==> src/rtl/alu_pkg.sv <==
`default_nettype none
// +----------------------------------------------------------------------+
// | Module      : alu_pkg                                                |
// | Description : Opcodes, flag indices and arbiter FSM states shared    |
// |               by alu32bit and alu_arbiter.                           |
// | Revision    : 1.0 - initial release                                  |
// +----------------------------------------------------------------------+
package alu_pkg;

  localparam logic [3:0] OP_ADD  = 4'b0000;
  localparam logic [3:0] OP_SUB  = 4'b0001;
  localparam logic [3:0] OP_AND  = 4'b0010;
  localparam logic [3:0] OP_OR   = 4'b0011;
  localparam logic [3:0] OP_MUL  = 4'b0100;
  localparam logic [3:0] OP_DIV  = 4'b0101;
  localparam logic [3:0] OP_SHR  = 4'b0110;
  localparam logic [3:0] OP_SHL  = 4'b0111;
  localparam logic [3:0] OP_CMP  = 4'b1000;
  localparam logic [3:0] OP_SLT  = 4'b1001;
  localparam logic [3:0] OP_REM  = 4'b1010;

  // Highest supported code; anything above it is reported as an error.
  localparam logic [3:0] OP_LAST = 4'b1010;

  localparam int FLG_N = 3;
  localparam int FLG_Z = 2;
  localparam int FLG_C = 1;
  localparam int FLG_V = 0;

  typedef enum logic [1:0] {
    ST_IDLE = 2'd0,
    ST_EXEC = 2'd1,
    ST_RESP = 2'd2
  } state_t;

endpackage : alu_pkg
`default_nettype wire

==> src/rtl/alu32bit.sv <==
`default_nettype none
// +----------------------------------------------------------------------+
// | Module      : alu32bit                                               |
// | Description : Purely combinational 32-bit ALU with N/Z/C/V flags.    |
// |               Carry/overflow are only meaningful for ADD, SUB, CMP;  |
// |               CMP returns zero and reports the A-B flags.            |
// | Revision    : 1.0 - initial release                                  |
// +----------------------------------------------------------------------+
module alu32bit
  import alu_pkg::*;
(
  input  logic [31:0] a,
  input  logic [31:0] b,
  input  logic [3:0]  alu_control,
  output logic [31:0] result,
  output logic [3:0]  flags,
  output logic        err
);

  logic [32:0] sum_add;
  logic [32:0] sum_sub;
  logic [31:0] prod;
  logic        add_ovf;
  logic        sub_ovf;

  assign sum_add = {1'b0, a} + {1'b0, b};
  // Subtraction as A + ~B + 1, so carry-out = 1 means "no borrow".
  assign sum_sub = {1'b0, a} + {1'b0, ~b} + 33'd1;
  assign prod    = a * b;
  assign add_ovf = (a[31] == b[31]) && (sum_add[31] != a[31]);
  assign sub_ovf = (a[31] != b[31]) && (sum_sub[31] != a[31]);

  logic [31:0] flag_src;
  logic        carry;
  logic        ovf;

  // Operation select; flag_src is the value N and Z are derived from.
  always_comb begin
    result   = 32'd0;
    flag_src = 32'd0;
    carry    = 1'b0;
    ovf      = 1'b0;
    err      = 1'b0;
    case (alu_control)
      OP_ADD: begin
        result = sum_add[31:0];
        carry  = sum_add[32];
        ovf    = add_ovf;
      end
      OP_SUB: begin
        result = sum_sub[31:0];
        carry  = sum_sub[32];
        ovf    = sub_ovf;
      end
      OP_AND: result = a & b;
      OP_OR:  result = a | b;
      OP_MUL: result = prod;
      OP_DIV: result = (b == 32'd0) ? 32'd0 : a / b;
      OP_SHR: result = a >> b[4:0];
      OP_SHL: result = a << b[4:0];
      OP_CMP: begin
        result = 32'd0;
        carry  = sum_sub[32];
        ovf    = sub_ovf;
      end
      OP_SLT: result = ($signed(a) < $signed(b)) ? 32'd1 : 32'd0;
      OP_REM: result = (b == 32'd0) ? 32'd0 : a % b;
      default: begin
        result = 32'd0;
        err    = 1'b1;
      end
    endcase
    flag_src = (alu_control == OP_CMP) ? sum_sub[31:0] : result;
  end

  // Pack the flags into {N, Z, C, V}.
  always_comb begin
    flags        = 4'd0;
    flags[FLG_N] = flag_src[31];
    flags[FLG_Z] = (flag_src == 32'd0);
    flags[FLG_C] = carry;
    flags[FLG_V] = ovf;
  end

endmodule : alu32bit
`default_nettype wire

==> src/rtl/alu_arbiter.sv <==
`default_nettype none
// +----------------------------------------------------------------------+
// | Module      : alu_arbiter                                            |
// | Description : Round-robin arbiter/sequencer sharing one alu32bit     |
// |               between two valid/ready clients. One operation in      |
// |               flight: IDLE (accept) -> EXEC (compute) -> RESP.       |
// | Revision    : 1.0 - initial release                                  |
// +----------------------------------------------------------------------+
module alu_arbiter
  import alu_pkg::*;
(
  input  logic        clk,
  input  logic        rst,
  input  logic [1:0]  ReqValid,
  output logic [1:0]  ReqReady,
  input  logic [63:0] ReqA,
  input  logic [63:0] ReqB,
  input  logic [7:0]  ReqOp,
  output logic [1:0]  RspValid,
  input  logic [1:0]  RspReady,
  output logic [31:0] RspResult,
  output logic [3:0]  RspFlags,
  output logic        RspErr,
  output logic        Busy
);

  state_t      state;
  state_t      state_next;

  logic        last_served;
  logic        grant;
  logic        req_fire;
  logic        rsp_fire;

  logic [31:0] op_a;
  logic [31:0] op_b;
  logic [3:0]  op_code;
  logic        op_idx;

  logic [31:0] rsp_result;
  logic [3:0]  rsp_flags;
  logic        rsp_err;

  logic [31:0] alu_result;
  logic [3:0]  alu_flags;
  logic        alu_err;

  // Round-robin pick: a lone requester wins, a tie goes to the one not served last.
  always_comb begin
    grant = 1'b0;
    case (ReqValid)
      2'b01:   grant = 1'b0;
      2'b10:   grant = 1'b1;
      2'b11:   grant = ~last_served;
      default: grant = 1'b0;
    endcase
  end

  // FSM state register.
  always_ff @(posedge clk) begin
    if (rst) begin
      state <= ST_IDLE;
    end else begin
      state <= state_next;
    end
  end

  // Next-state decode plus the handshake outputs on both channels.
  always_comb begin
    state_next = state;
    ReqReady   = 2'b00;
    RspValid   = 2'b00;
    req_fire   = 1'b0;
    rsp_fire   = 1'b0;
    case (state)
      ST_IDLE: begin
        ReqReady[grant] = ReqValid[grant];
        req_fire        = ReqValid[grant];
        if (req_fire) begin
          state_next = ST_EXEC;
        end
      end
      ST_EXEC: begin
        state_next = ST_RESP;
      end
      ST_RESP: begin
        RspValid[op_idx] = 1'b1;
        rsp_fire         = RspReady[op_idx];
        if (rsp_fire) begin
          state_next = ST_IDLE;
        end
      end
      default: begin
        state_next = ST_IDLE;
      end
    endcase
  end

  // Operand capture on accept, result capture at the end of EXEC.
  always_ff @(posedge clk) begin
    if (rst) begin
      last_served <= 1'b1;
      op_idx      <= 1'b0;
      op_a        <= 32'd0;
      op_b        <= 32'd0;
      op_code     <= 4'd0;
      rsp_result  <= 32'd0;
      rsp_flags   <= 4'd0;
      rsp_err     <= 1'b0;
    end else begin
      if (req_fire) begin
        last_served <= grant;
        op_idx      <= grant;
        op_a        <= grant ? ReqA[63:32] : ReqA[31:0];
        op_b        <= grant ? ReqB[63:32] : ReqB[31:0];
        op_code     <= grant ? ReqOp[7:4]  : ReqOp[3:0];
      end
      if (state == ST_EXEC) begin
        rsp_result <= alu_result;
        rsp_flags  <= alu_flags;
        rsp_err    <= alu_err;
      end
    end
  end

  // The ALU only ever sees registered operands, so EXEC gets a full period.
  alu32bit u_alu (
    .a           (op_a),
    .b           (op_b),
    .alu_control (op_code),
    .result      (alu_result),
    .flags       (alu_flags),
    .err         (alu_err)
  );

  assign RspResult = rsp_result;
  assign RspFlags  = rsp_flags;
  assign RspErr    = rsp_err;
  assign Busy      = (state != ST_IDLE);

endmodule : alu_arbiter
`default_nettype wire

==> config.mk <==
export PLATFORM = sky130hd
export DESIGN_NAME = alu_arbiter
export DESIGN_NICKNAME = d
export VERILOG_FILES = /design/src/rtl/alu_pkg.sv /design/src/rtl/alu32bit.sv /design/src/rtl/alu_arbiter.sv
export SDC_FILE = /design/constraint.sdc
export NUM_CORES = 2
export LEC_CHECK = 0
export ABC_AREA = 1
export BUFFER_PORTS_ARGS = -buffer_cell sky130_fd_sc_hd__buf_2
export CORE_MARGIN = 1
export CORE_UTILIZATION = 60
export CTS_CLUSTER_SIZE = 25
export DETAILED_ROUTE_END_ITERATION = 12
export PLACE_DENSITY = 0.74
export REMOVE_ABC_BUFFERS = 1
export SYNTH_ARGS = -nofsm -noshare
export SYNTH_HDL_FRONTEND = slang
export SYNTH_SLANG_ARGS = --single-unit
==> constraint.sdc <==
create_clock -name clk -period 140 [get_ports clk]
set_clock_uncertainty 0.2 [all_clocks]
set_input_delay 28 -clock clk [delete_from_list [all_inputs] [get_ports clk]]
set_output_delay 28 -clock clk [all_outputs]
set_load 0.005 [all_outputs]
==> out/qor.yml <==
setup_path:
  slowest_stage: "nand3_1"
  cp_max_fo: 42
  path_class: "reg2reg"
  required_ns: 140.13
  critPathTopFamily: "simple AND/OR/NAND/NOR gates"
  cp-startpoint: "op_b[12]$_SDFFE_PP0P_"
  path_common_cell: "nand2_1"
  critPathCaptureType: "flip-flop"
  critPathBufInv: 53
  r2r-start: "op_b[12]$_SDFFE_PP0P_"
  cp_num_cells: 428
  ff2ff_path_depth: 428
  arrival_ns: 76.84
  cp-start-kind: "flip-flop"
  slowest_delay_ns: 0.97
clock_network:
  cts_setup_buffers: 0
  ctsResizeCount: 0
  clockRootBuffer: "clkbuf_16"
  ctsHoldBuffers: 0
  htreeDepth: 3
  path_clk_slew_ns: 0.09
  clock_path_buffers: 2
  clock_sinks: 109
  cts_tree: "built"
  cts-buffers-inserted: 9
  clock_latency_ns: 0.39
floorplan:
  rows: 115
  die_w_um: 317
  die-height_um: 317
  initial_core_util: 0.606
  dieArea_um2: 101000
  ios: 184
  core_area_um2: 98400
final_layout:
  fin_nets: 11007
  final.fill_count: 9500
  syn_to_final_growth_pct: 4.04
  multi_input_area_um2: 49200
  postLayoutCoreUtil: 0.630
  seq_area_um2: 2200
  drive_above_1_share: 0.0624
min_path:
  worst_hold_path_type: "reg2reg"
  holdPathStages: 2
  min-delay-start: "last_served$_SDFFE_PP1P_"
placed_design:
  hpwl_um: 201000
  dp_slack_ns: 65.49
  gp_congestion: 1.19
  io_buffers: 183
sta:
  fmax_ghz: 0.0130
  drv_slew: 0
  tightest_slew_ns: 1.44
  max_slew_margin: 0.0418
  setup_viol: 0
  post-route-period-util: 0.548
  min_period_ns: 76.71
  finalHoldViolations: 0
  rsz0062_at_grt: "false"
  setup_tns_ns: 0
  fin_ws_ns: 63.29
detailed_routing:
  wire_per_inst_um: 23.3
  wl_um: 256000
  vias: 67901
  dr.pass1.iters: 7
  drt_iter0_markers: 9006
  final_antenna_net_count: 0
  post_drt_via_cell_ratio: 6.17
  drc_errors: 0
synth:
  yosys.cell_types.count: 80
  synth_ff_type: "dfxtp_1"
  synth-seq-cells: 109
  ys_async_sr_fraction: 0
  syn_area_per_cell_um2: 6.14
  yosysWarningCount: 0
  synth_area_um2: 59600
  synth_seq_area_share: 0.0366
  synth_edf_count: 0
  synthCells: 9708
global_routing:
  grt-ovfl-total: 0
  grt_max_degree: 101
  antenna_found_initial: 23
  grt_first_pass_wirelength_um: 377000
  grt_use_total: 0.497
  grt_pass1_vias: 63630
status:
  status: "finished, final reports clean"
job:
  maxCapViolations: 0
-- layout by cell type, fill, tap and decap left out, types with 10 or more instances in the layout --
cell type | netlist | layout
nand3b_1 | 11 | 11
o31ai_1 | 24 | 24
nand3_2 | 67 | 67
o21bai_1 | 46 | 46
o22ai_1 | 32 | 32
dfxtp_2 | 0 | 12
and2_1 | 32 | 32
inv_2 | 15 | 21
dfxtp_1 | 109 | 97
a221oi_1 | 28 | 28
buf_4 | 38 | 155
nand2_1 | 2686 | 2685
a21oi_1 | 732 | 732
nor4_1 | 44 | 44
xnor2_1 | 159 | 159
a31oi_1 | 103 | 103
a21boi_0 | 19 | 19
nor3_1 | 87 | 87
nand4_1 | 68 | 68
o211ai_1 | 54 | 54
o21a_1 | 21 | 21
o21ai_0 | 505 | 504
nand2_2 | 29 | 30
diode_2 | 0 | 11
nor2_1 | 498 | 497
o221ai_1 | 25 | 25
a21oi_2 | 10 | 10
ha_1 | 752 | 752
a211oi_1 | 27 | 27
or2_2 | 67 | 67
xor2_1 | 312 | 312
a21o_1 | 21 | 21
o21ai_1 | 112 | 113
o2111ai_1 | 13 | 13
mux2i_1 | 14 | 14
nor2_2 | 12 | 12
fa_1 | 411 | 411
nand3_1 | 356 | 356
buf_2 | 26 | 183
inv_1 | 1744 | 1735
-- layer usage --
metal / share of wire / vias up / global-route usage
li1: - / 31057 / -
met1: 0.37 / 31244 / 0.608
met2: 0.40 / 4414 / 0.731
met3: 0.14 / 1162 / 0.162
met4: 0.088 / 24 / 0.359
met5: 0.00069 / - / 0.00331
-- final cells by class --
type | count | area share
multi-input combinational | 7475 | 0.793
inverter | 1769 | 0.107
sequential | 109 | 0.0354
timing repair buffer | 338 | 0.0335
tap | 1287 | 0.0260
clock buffer | 11 | 0.00375
clock inverter | 5 | 0.000726
antenna | 11 | 0.000444
-- state kept, by name, indices dropped and copies added (netlist names) --
name,count
RspResult,32
op_a,32
op_b,32
RspFlags,4
op_code,4
state,2
RspErr,1
last_served,1
op_idx,1
-- cells by family after synthesis --
kind of cell               count (synthesis)  share of synthesized area
AOI/OAI and AO/OA                       1842                      0.176
xor gates and xnor gates                 471                     0.0692
adders and majority gates               1163                      0.296
buffers and inverters                   2124                      0.139
DFF                                      109                     0.0366
muxes                                     14                    0.00235
and+or+nand+nor                         3985                      0.281
-- synth_stat cells (27+ instances only) --
cell type / n / area (um^2)
nand2_1: 2686 / 10100
inv_1: 1744 / 6550
ha_1: 752 / 9410
a21oi_1: 732 / 3660
o21ai_0: 505 / 2530
nor2_1: 498 / 1870
fa_1: 411 / 8230
nand3_1: 356 / 1780
xor2_1: 312 / 2730
clkbuf_1: 218 / 818
xnor2_1: 159 / 1390
o21ai_1: 112 / 561
dfxtp_1: 109 / 2180
a31oi_1: 103 / 644
nor3_1: 87 / 435
nand4_1: 68 / 425
nand3_2: 67 / 671
or2_2: 67 / 419
buf_1: 56 / 210
o211ai_1: 54 / 405
o21bai_1: 46 / 345
nor4_1: 44 / 275
buf_4: 38 / 285
and2_1: 32 / 200
o22ai_1: 32 / 200
nand2_2: 29 / 181
a221oi_1: 28 / 245
a211oi_1: 27 / 203
-- path summary, 6_finish.rpt --
kind	end	slack [ns]
setup / recovery	RspFlags[2]$_SDFFE_PP0N_	63.29
hold / removal	last_served$_SDFFE_PP1P_	0.30
setup reg to reg	RspFlags[2]$_SDFFE_PP0N_	63.29
hold reg to reg	last_served$_SDFFE_PP1P_	0.30
-- per-stage QoR --
step / cell area (um^2) / instances / hold WS (ns)
final: 62000 / 11005 / 0.302
after global routing: 62000 / 10995 / 0.328
after CTS: 62000 / 10994 / 0.297
after detailed placement: 61700 / 10978 / 0.280
after global placement: 61700 / 10978 / 0.268
after floorplan: 58000 / 9353 / 0.244
-- tightest hold or removal path, stage by stage (launching register included) --
cell	delay, ns
dfxtp_1	0.34
nand2_1	0.06
nand3_1	0.07
Power is not shown: default switching activity piles up to over one toggle a cycle in this logic, so the estimate is an artifact.
